$ cat src/rtl/pcie_rst_pkg.sv
// pcie_rst_pkg: shared state encoding and sizing helpers for the PERST# receive sequencer.
package pcie_rst_pkg;
  localparam int SEQ_STATE_W = 3;
  typedef enum logic [SEQ_STATE_W-1:0] {
    ST_HOLD      = 3'd0,
    ST_DEBOUNCE  = 3'd1,
    ST_CORE_REL  = 3'd2,
    ST_WAIT_LINK = 3'd3,
    ST_USER_REL  = 3'd4,
    ST_LINK_UP   = 3'd5,
    ST_TIMEOUT   = 3'd6
  } seq_state_e;
  function automatic int max2(input int a, input int b);
    return (a > b) ? a : b;
  endfunction
endpackage

$ cat src/rtl/rst_sync_bit.sv
// rst_sync_bit: STAGES-deep synchroniser whose flops clear asynchronously to 0.
module rst_sync_bit #(
  parameter int STAGES = 2
) (
  input  logic clk_i,
  input  logic rst_n_i,
  input  logic d_i,
  output logic q_o
);
  logic [STAGES-1:0] sync_q;
  always_ff @(posedge clk_i or negedge rst_n_i) begin
    if (!rst_n_i) sync_q <= '0;
    else          sync_q <= {sync_q[STAGES-2:0], d_i};
  end
  assign q_o = sync_q[STAGES-1];
endmodule

$ cat src/rtl/pcie_perst_rx_sequencer.sv
// pcie_perst_rx_sequencer: debounces PERST#, sequences core then user resets, watches link-up.
module pcie_perst_rx_sequencer #(
  parameter int SYNC_STAGES      = 2,
  parameter int DEBOUNCE_CYCLES  = 16,
  parameter int CORE_HOLD_CYCLES = 500,
  parameter int USER_DELAY       = 8,
  parameter int LINK_TIMEOUT     = 4096
) (
  input  logic       sys_clk,
  input  logic       sys_rst_n,
  input  logic       perst_n,
  input  logic       user_lnk_up,
  output logic       core_rst_n,
  output logic       user_rst_n,
  output logic       link_timeout,
  output logic       link_drop,
  output logic [2:0] seq_state
);
  import pcie_rst_pkg::*;
  localparam int CNT_MAX = max2(max2(DEBOUNCE_CYCLES, CORE_HOLD_CYCLES), max2(USER_DELAY, LINK_TIMEOUT));
  localparam int CW = $clog2(CNT_MAX + 1);
  localparam logic [CW-1:0] DEB_LAST  = CW'(DEBOUNCE_CYCLES - 1);
  localparam logic [CW-1:0] HOLD_LAST = CW'(CORE_HOLD_CYCLES - 1);
  localparam logic [CW-1:0] USER_LAST = CW'(USER_DELAY - 1);
  localparam logic [CW-1:0] TO_LAST   = CW'(LINK_TIMEOUT - 1);
  localparam bit TO_EN = (LINK_TIMEOUT != 0);
  logic rst_n_s, perst_s;
  seq_state_e state_q, state_d;
  logic [CW-1:0] cnt_q, cnt_d;
  logic drop_d;
  logic core_rst_n_q, user_rst_n_q, link_timeout_q, link_drop_q;
  // Reset asserts asynchronously but releases only after SYNC_STAGES clean edges.
  rst_sync_bit #(.STAGES(SYNC_STAGES)) u_rst_sync (
    .clk_i(sys_clk), .rst_n_i(sys_rst_n), .d_i(1'b1), .q_o(rst_n_s)
  );
  rst_sync_bit #(.STAGES(SYNC_STAGES)) u_perst_sync (
    .clk_i(sys_clk), .rst_n_i(rst_n_s), .d_i(perst_n), .q_o(perst_s)
  );
  always_comb begin
    state_d = state_q;
    cnt_d   = cnt_q;
    drop_d  = 1'b0;
    if (!perst_s) begin
      state_d = ST_HOLD;
      cnt_d   = '0;
    end else begin
      case (state_q)
        ST_HOLD: begin
          state_d = ST_DEBOUNCE;
          cnt_d   = '0;
        end
        ST_DEBOUNCE: begin
          cnt_d   = (cnt_q == DEB_LAST) ? '0 : cnt_q + 1'b1;
          state_d = (cnt_q == DEB_LAST) ? ST_CORE_REL : ST_DEBOUNCE;
        end
        ST_CORE_REL: begin
          cnt_d   = (cnt_q == HOLD_LAST) ? '0 : cnt_q + 1'b1;
          state_d = (cnt_q == HOLD_LAST) ? ST_WAIT_LINK : ST_CORE_REL;
        end
        ST_WAIT_LINK: begin
          if (user_lnk_up) begin
            state_d = ST_USER_REL;
            cnt_d   = '0;
          end else if (TO_EN && cnt_q == TO_LAST) begin
            state_d = ST_TIMEOUT;
            cnt_d   = '0;
          end else if (TO_EN) begin
            cnt_d = cnt_q + 1'b1;
          end
        end
        ST_USER_REL: begin
          if (!user_lnk_up) begin
            state_d = ST_WAIT_LINK;
            cnt_d   = '0;
          end else begin
            cnt_d   = (cnt_q == USER_LAST) ? '0 : cnt_q + 1'b1;
            state_d = (cnt_q == USER_LAST) ? ST_LINK_UP : ST_USER_REL;
          end
        end
        ST_LINK_UP: begin
          if (!user_lnk_up) begin
            state_d = ST_WAIT_LINK;
            cnt_d   = '0;
            drop_d  = 1'b1;
          end
        end
        ST_TIMEOUT: begin
          if (user_lnk_up) begin
            state_d = ST_USER_REL;
            cnt_d   = '0;
          end
        end
        default: begin
          state_d = ST_HOLD;
          cnt_d   = '0;
        end
      endcase
    end
  end
  // Outputs decode from next state so they change on the same edge as the state.
  always_ff @(posedge sys_clk or negedge rst_n_s) begin
    if (!rst_n_s) begin
      state_q        <= ST_HOLD;
      cnt_q          <= '0;
      core_rst_n_q   <= 1'b0;
      user_rst_n_q   <= 1'b0;
      link_timeout_q <= 1'b0;
      link_drop_q    <= 1'b0;
    end else begin
      state_q        <= state_d;
      cnt_q          <= cnt_d;
      core_rst_n_q   <= (state_d == ST_WAIT_LINK) || (state_d == ST_USER_REL) ||
                        (state_d == ST_LINK_UP) || (state_d == ST_TIMEOUT);
      user_rst_n_q   <= (state_d == ST_LINK_UP);
      link_timeout_q <= link_timeout_q || (state_d == ST_TIMEOUT);
      link_drop_q    <= drop_d;
    end
  end
  assign core_rst_n   = core_rst_n_q;
  assign user_rst_n   = user_rst_n_q;
  assign link_timeout = link_timeout_q;
  assign link_drop    = link_drop_q;
  assign seq_state    = state_q;
endmodule

$ cat config.mk
export PLATFORM = sky130hd
export DESIGN_NAME = pcie_perst_rx_sequencer
export DESIGN_NICKNAME = d
export VERILOG_FILES = /design/src/rtl/pcie_rst_pkg.sv /design/src/rtl/rst_sync_bit.sv /design/src/rtl/pcie_perst_rx_sequencer.sv
export SDC_FILE = /design/constraint.sdc
export NUM_CORES = 1
export LEC_CHECK = 0
export ABC_AREA = 1
export ABC_CLOCK_PERIOD_IN_PS = 900
export CORE_MARGIN = 2
export CORE_UTILIZATION = 25
export CTS_CLUSTER_DIAMETER = 60
export DETAILED_ROUTE_END_ITERATION = 8
export PLACE_DENSITY = 0.38
export SYNTH_ARGS = -nofsm -noshare
export SYNTH_HDL_FRONTEND = slang
export SYNTH_SLANG_ARGS = --single-unit
$ cat constraint.sdc
create_clock -name sys_clk -period 0.9 [get_ports sys_clk]
set_input_delay 0.18 -clock sys_clk [delete_from_list [all_inputs] [get_ports sys_clk]]
set_output_delay 0.18 -clock sys_clk [all_outputs]
set_load 0.1 [all_outputs]
# Word-level counts from Yosys, hierarchy flattened
# Cells that the tools add are included.
# W data, S select, Z words.
totals:
  inputBits: 4
  register_bits: 24
classes:
  eq_ne: 16
  n_reduce_logical: 6
  n_addsub: 1
  muxes: 23
ops:
  columns: ["cell", "n"]
  rows:
  - ["$mux W13", 9]
  - ["$pmux W13 S6", 1]
  - ["$pmux W3 S7", 1]
  - ["$eq A3 B3 Y1 const B", 6]
  - ["$mux W3", 6]
  - ["$add A13 B1 Y13 const B", 1]
  - ["$eq A13 B12 Y1 const B", 1]
  - ["$eq A13 B3 Y1 const B", 1]
  - ["$eq A13 B4 Y1 const B", 1]
  - ["$eq A13 B9 Y1 const B", 1]
  - ["$eq A3 B2 Y1 const B", 3]
  - ["$ne A3 B3 Y1 const B", 2]
  - ["$mux W1", 5]
  - ["$logic_or A1 B1 Y1", 4]
  - ["$eq A3 B1 Y1 const B", 1]
  - ["$logic_not A3 Y1", 1]
  - ["$mux W2", 1]
  - ["$reduce_and A2 Y1", 1]

# Depth between registers and ports, before layout
# Gate-level depths: netlist (run 1).
logic_depth:
  word_depth: 9
  ltp_mapped: 11
  ltp_nobuf: 10

# By module
# Synthesis (run 1) repeated with hierarchy kept, for this count alone.
hier_totals:
  cells_unflattened: 189
  area_unflattened_um2: 1502.7
by_module_without_submodules:
  columns: ["mod", "cells_each", "area_per_inst_um2", "seq_area_each_um2", "n_inst"]
  rows:
  - ["pcie_perst_rx_sequencer", 185, 1402.6, 500.5, 1]
  - ["rst_sync_bit", 2, 50.0, 50.0, 2]

# Least setup slack after synthesis (run 1)
# Ideal clock, no wire load.
synth_path:
  kind: "reg2reg"
  start: "reg state_q[2], in the netlist seq_state[2]"
  end: "reg user_rst_n_q, in the netlist user_rst_n"
  slack_ns: -1.147
  stages_incl_launch_ff: 10
  t_arrival_ns: 1.934
  n_path_buf: 0
  setup_ns: 0.113
  required_ns: 0.787
  cell_sequence: "dfrtp_1 > inv_2 > nand3_1 > o21ai_0 > a21oi_1 > o21ai_2 > nand2_1 > nor2_1 > nand2_1 > inv_1"
synth_via:
  elab_chain_len: 5
  word_cells_on_any_way: 14
synth_rtl:
  columns: ["element", "line", "text"]
  rows:
  - ["start, declared", "pcie_perst_rx_sequencer.sv:28", "seq_state_e state_q, state_d;"]
  - ["start signal, assigned", "pcie_perst_rx_sequencer.sv:110", "state_q <= state_d;"]
  - ["$mux W3", "pcie_perst_rx_sequencer.sv:64", "end else if (TO_EN && cnt_q == TO_LAST) begin"]
  - ["$mux W3", "pcie_perst_rx_sequencer.sv:61", "if (user_lnk_up) begin"]
  - ["$pmux W3 S7 (*)", "pcie_perst_rx_sequencer.sv:47", "case (state_q)"]
  - ["$mux W3 (*)", "pcie_perst_rx_sequencer.sv:43", "if (!perst_s) begin"]
  - ["$eq A3 B3 Y1 (*)", "pcie_perst_rx_sequencer.sv:114", "user_rst_n_q <= (state_d == ST_LINK_UP);"]
  - ["end signal, assigned", "pcie_perst_rx_sequencer.sv:114", null]
  - ["end, declared", "pcie_perst_rx_sequencer.sv:31", "logic core_rst_n_q, user_rst_n_q, link_timeout_q, link_drop_q;"]
# Mark *: on every way between the ends. The rest lies on a longest branch, timed or not.
# A chain may end at the register's enable or synchronous reset.

# Final worst setup path (run 1)
layout_path:
  start: "reg state_q[0], in the netlist seq_state[0]"
  end: "reg cnt_q[6]"
layout_via:
  elab_chain_len: 3
  word_cells_on_any_way: 11
layout_rtl:
  columns: ["element", "line", "text"]
  rows:
  - ["$eq A3 B3 Y1, or another cell as far along", "pcie_perst_rx_sequencer.sv:47", null]
  - ["$pmux W13 S6 / $ne A3 B3 Y1 (equally long branches)", null, null]
  - ["$mux W13 / $reduce_and A2 Y1 (equally long branches)", null, null]
  - ["end signal, assigned", "pcie_perst_rx_sequencer.sv:111", "cnt_q <= cnt_d;"]
  - ["end, declared", "pcie_perst_rx_sequencer.sv:29", "logic [CW-1:0] cnt_q, cnt_d;"]
# Parallel ways exist; a longest one is shown, timed or not.

==> summary.txt, run 1 <==
Power
  • PwrDens: 713 mW/mm^2
  • VDD IR max: 0.000499 V
  • P_leak: 1.41 nW

Finish
  • Final Cell Area: 0.00302 mm^2
  • Commonest non-fill, non-tap cell in the layout: buf_4
  • Synth-to-Final Area Change: 77.7%
  • Final non-filler cell total: 414
  • Nets: 341
  • Most frequent cells in the layout: buf_4, nand2_1, inv_1, nand3_1, nand4_1
  • Layout cells sized above 1: 54.2%
  • Diode count: 0
  • Fillers: 664

Detailed routing
  • Iteration-0 DRC Markers: 117
  • Final wirelength: 5.85 mm
  • First-pass iteration count of the detailed router: 4
  • DRT antenna net count: 0
  • Via Count: 1964
  • Via density per instance: 4.74
  • DRC viols: 0
  • Routed len/inst: 14.1 um

Critical path
  • Worst Path Arrival: 1690 ps
  • Crit. End Element: flop
  • Worst Setup Start Kind: flop
  • Critical path origin: seq_state[0]
  • Worst endpoint required time: 1060 ps
  • Reg-to-reg startpoint: seq_state[0]
  • Path depth of the worst reg2reg path: 7
  • Max Fanout on Critical Path: 7
  • Setup CP Type: reg -> reg

Timing
  • Max Clock Skew: 4.45 ps
  • Max-slew violation count: 0
  • Hold Fails Final Rpt: 0
  • RSZ-0062 raised after global routing: yes
  • Setup TNS: -13420 ps
  • # setup viols final: 27
  • Highest clock rate: 654 MHz
  • Tmin final: 1530 ps
  • Setup ws final: -630 ps
  • Fin crit share: 170%

Global route
  • Met2 GRT Util: 26.7%
  • Grt ovf: 0
  • Routing usage on met1: 23.6%
  • First-pass GRT wire length: 9.69 mm
  • Global Route Usage Sum: 16.5%
  • GRT busiest layer: met2
  • Pin count of the biggest net entering global routing: 14
  • Initial antenna violation count: 0
  • Met3 Resource Use GR: 2.00%
  • Vias in the first global route: 1981

Logic synthesis
  • Largest family of logic cells by synthesized area: simple AND/OR/NAND/NOR gates
  • Synth warn: 0
  • Synth unique cells: 30
  • Post-synthesis mux area share: 0%
  • Mapped Area: 0.00170 mm^2
  • Adder-cell share of the synthesized area: 1.47%
  • Synth Area in XOR/XNOR: 0.516%
  • Share of synthesized area occupied by flip-flops and latches: 35.4%
  • Synthesized Nets: 250
  • Yosys reg bits: 24
  • Simple-gate share of the synthesized area: 45.4%
  • Mapped Cells: 244
  • Mean post-synth cell area: 6.95 um^2
  • Compound-Gate Fraction of Synth Area: 8.92%

CTS
  • Hold Buf Count CTS: 0
  • Clock buffer count from CTS: 3
  • Max H-tree Level: 1
  • Reg clk slew, reported paths: 100 ps
  • CTS tree: yes
  • CTS max path bufs: 2
  • Clock Latency Late Sink: 270 ps
  • Root Driver: clkbuf_8
  • Clk sink count: 24

Flow run
  • MaxCap Viol Count: 0

Place
  • Pre-CTS WS: -723 ps
  • # port buffers: 10
  • Placed cell area: 0.00252 mm^2
  • Gpl congestion: 0.908
  • Inst Count DP: 396
  • Post-DP HPWL: 4.34 mm

Floorplan
  • Initial Util: 25.4%
  • Core box area: 0.00668 mm^2
  • Die footprint: 0.00746 mm^2
  • Ports: 11
  • Die width: 86.4 um
  • Die height: 86.4 um
  • Cell Rows: 30

Outcome
  • Failing checks: negative setup slack
  • Status: finished, violations left

Worst hold path
  • Min-delay worst type: in -> async
-- where the power goes --
group	switching, mW	internal, mW
logic	0.145	0.104
registers	0.0214	1.09
clock network	0.393	0.392
total	0.559	1.59
-- routing by layer --
| layer | up-vias | routed length, um |
|---|---|---|
| met5 | - | 0 |
| met2 | 28 | 2720 |
| met4 | 0 | 81 |
| met3 | 7 | 136 |
| met1 | 938 | 2910 |
| li1 | 991 | - |
-- state kept, by name, indices dropped and copies added (netlist names) --
signal	cells
seq_state	3
user_rst_n	1
core_rst_n	1
cnt_q	13
link_drop	1
link_timeout	1
u_perst_sync.sync_q	2
u_rst_sync.sync_q	2
-- synthesized netlist by cell type, drive strengths merged --
library cell | number | area (um^2)
clkbuf | 1 | 3.75
nor3 | 5 | 35.0
xor2 | 1 | 8.76
o211ai | 2 | 15.0
nand2 | 76 | 300
o31ai | 1 | 7.51
dfrtp | 24 | 601
inv | 28 | 105
buf | 4 | 28.8
o21ai | 8 | 43.8
conb | 1 | 3.75
ha | 2 | 25.0
nand3 | 33 | 165
nor2 | 24 | 125
or2 | 1 | 6.26
nand4 | 21 | 138
a21oi | 11 | 77.6
a21o | 1 | 7.51
-- worst max-delay path, cell delays in order, from the launching register on --
cell and delay [ps]:
dfrtp_4 550, buf_6 150, nand4_1 90, nand2_2 100
nand2_4 130, inv_4 60, o21ai_0 270, a21oi_2 50
-- kinds of logic (layout without fill, tap and decap cells) --
logic type | after synthesis | in the layout
compound gates | 23 | 23
simple gates | 160 | 161
other cells | 1 | 1
flops | 24 | 24
buf+inv | 33 | 122
fa+ha+maj | 2 | 2
xor+xnor | 1 | 1
-- per-stage QoR --
step	total power, mW	util, %	hold WS, ps
floorplan	1.24	-	-116
global placement	1.36	37.8	191
detailed placement	1.36	37.8	194
CTS	2.16	42.2	52.1
global route	2.24	45.1	57.0
finish	2.15	45.1	53.8
-- worst paths after layout --
path | to | slack (ps)
min | u_rst_sync.sync_q[0] | 50
max in group asynchronous | cnt_q[8] | 540
max | cnt_q[6] | -630
max reg2reg | cnt_q[6] | -630
min in group sys_clk | u_perst_sync.sync_q[0] | 340
min reg2reg | u_perst_sync.sync_q[0] | 180
-- repair_timing --
action	4_1_cts	5_1_grt
endpoints found under the hold margin	0	0
gates resized for setup	45	38
endpoints found under the setup margin	27	27
pin swaps	28	29
buffers inserted	7	9
cloned	1	0
-- layout make-up --
cell class	count	area [um^2]	area share, %
Multi-Input combinational cell	188	1250	41.5
Timing Repair Buffer	90	862	28.6
Sequential cell	24	627	20.8
Inverter	28	120	3.98
Tap cell	80	100	3.32
Clock buffer	4	55.1	1.83
Power figures use the tool's default switching activity.
==> run 2: changes to the inputs <==
Settings changed: SLEW_MARGIN set to 10.
==> results of run 2 <==
Final layout, timing and power as in run 1 (identical DEF).
==> run 3: changes to the inputs <==
Settings changed: SKIP_LAST_GASP set to 1.
==> run 3 against run 2 <==
Compared with the run above:
- routed wire length increased by 0.26%
- clock-buffer cell count unchanged
- combinational power is essentially flat
- the flow still finishes with violations (negative setup slack)
- worst setup slack worse by 30 ps
- power is essentially flat
- design area is 0.58% lower
- maximum frequency down 1.9%
- largest power group unchanged
- register-to-register slack worse by 30 ps
==> summary.txt, run 3 (synthesis gave the netlist of run 1 again) <==
Critical path
  • Worst endpoint required time: 1060 ps
  • Max Fanout on Critical Path: 7
  • Worst Setup Start Kind: flop
  • Crit. End Element: flop
  • Worst Path Arrival: 1720 ps
  • CP peak stage delay: 560 ps
  • Reg2reg setup slack: -660 ps
  • Reg-to-reg startpoint: seq_state[0]
  • Path depth of the worst reg2reg path: 7
  • Critical path origin: seq_state[0]
  • Setup CP Type: reg -> reg
  • Cells along the critical path: buf_6 -> nand4_1 -> nand2_2 -> nand2_4 -> inv_4 -> o21ai_0 -> a21oi_2
  • CP max-delay cell: dfrtp_4
  • Critical R2R Capture: cnt_q[6]

Worst hold path
  • Min-delay worst type: in -> async

Finish
  • Nets: 341
  • Register Area: 627 um^2
  • Most frequent cells in the layout: buf_4, nand2_1, inv_1, nand3_1, nand4_1
  • Layout cells sized above 1: 54.5%
  • Fillers: 669
  • Most flops, register: cnt_q
  • Synth-to-Final Area Change: 76.7%
  • Final non-filler cell total: 414
  • Area of the multi-input gates: 0.00125 mm^2
  • Diode count: 0
  • Number of flip-flops in the largest register: 13
  • Commonest non-fill, non-tap cell in the layout: buf_4

Floorplan
  • Die width: 86.4 um
  • Initial Util: 25.4%
  • Ports: 11
  • Cell Rows: 30
  • Die footprint: 0.00746 mm^2
  • Core box area: 0.00668 mm^2
  • Die height: 86.4 um

Timing
  • Setup ws final: -660 ps
  • Max Clock Skew: 5.10 ps
  • Highest clock rate: 641 MHz
  • # setup viols final: 27
  • Hold Fails Final Rpt: 0
  • Max-slew violation count: 0
  • Fin crit share: 173%
  • Tmin final: 1560 ps
  • RSZ-0062 raised after global routing: yes

Power
  • VDD IR max: 0.000494 V
  • PwrDens: 718 mW/mm^2
  • P_leak: 1.40 nW

CTS
  • Clock buffer count from CTS: 3
  • Max H-tree Level: 1
  • CTS max path bufs: 2
  • Clock Latency Late Sink: 280 ps
  • Hold Buf Count CTS: 0
  • Clk sink count: 24
  • CTS tree: yes
  • Reg clk slew, reported paths: 100 ps
  • Root Driver: clkbuf_8

Detailed routing
  • Via Count: 1956
  • DRT antenna net count: 0
  • DRC viols: 0
  • Via density per instance: 4.72
  • Routed len/inst: 14.2 um
  • First-pass iteration count of the detailed router: 4
  • Final wirelength: 5.86 mm
  • Iteration-0 DRC Markers: 108

Global route
  • Pin count of the biggest net entering global routing: 14
  • Initial antenna violation count: 0
  • First-pass GRT wire length: 9.63 mm
  • Grt ovf: 0
  • Global Route Usage Sum: 16.4%
  • Vias in the first global route: 1970

Place
  • Pre-CTS WS: -723 ps
  • Post-DP HPWL: 4.34 mm
  • Inst Count DP: 396
  • # port buffers: 10
  • Gpl congestion: 0.908

Flow run
  • MaxCap Viol Count: 0

Outcome
  • Status: finished, violations left
  • Failing checks: negative setup slack
run 3: repair_timing:
action / in CTS / in global routing
setup buffers: 7 / 9
setup endpoints to repair: 27 / 27
resized for setup: 42 / 36
cloned: 1 / 0
pin swaps: 28 / 33
run 3: worst max-delay path by stage:
| stage | end | slack (ps) | depth (start not counted) |
|---|---|---|---|
| floorplan | cnt_q[9] | -630 | 9 |
| global placement | core_rst_n | -710 | 10 |
| CTS | cnt_q[6] | -640 | 8 |
| finish | cnt_q[6] | -660 | 7 |
| detailed placement | cnt_q[6] | -720 | 8 |
| global route | core_rst_n | -750 | 10 |
run 3: power breakdown:
group	leakage [nW]	switching, mW	internal (mW)
combinational	1.08	0.143	0.106
clock	0.0288	0.394	0.392
sequential	0.295	0.0228	1.09
run 3: area by class of cell:
cell class                 instances  share of cell area, %
clock buffer                       4                   1.84
inverter                          28                   3.92
multi-input combinational        188                   41.6
sequential                        24                   20.9
tap                               80                   3.34
timing repair buffer              90                   28.4
run 3: critical path, delay by kind of cell (launching register included):
| kind | cells | cell delay, ps |
|---|---|---|
| AOI/OAI and AO/OA | 2 | 320 |
| buffers and inverters | 2 | 210 |
| DFF | 1 | 560 |
| and+or+nand+nor | 3 | 350 |
run 3: metrics by stage:
| step | total power [mW] | utilization, % | instance area [um^2] | hold slack [ps] | TNS, ps |
|---|---|---|---|---|---|
| floorplan | 1.24 | - | 1760 | -116 | -10780 |
| global placement | 1.36 | 37.8 | 2520 | 191 | -13000 |
| detailed placement | 1.36 | 37.8 | 2520 | 194 | -13260 |
| CTS | 2.16 | 41.9 | 2800 | 52.1 | -13690 |
| global route | 2.24 | 44.9 | 3000 | 57.0 | -15830 |
| finish | 2.15 | 44.9 | 3000 | 54.1 | -13530 |
run 3: routing by layer:
| metal | share of wire [%] | track usage (%) | vias to the layer above |
|---|---|---|---|
| met5 | 0 | 0 | - |
| met3 | 1.9 | 2.00 | 7 |
| met1 | 50 | 23.4 | 932 |
| li1 | - | - | 994 |
| met4 | 1.4 | 3.98 | 0 |
| met2 | 46 | 26.6 | 23 |
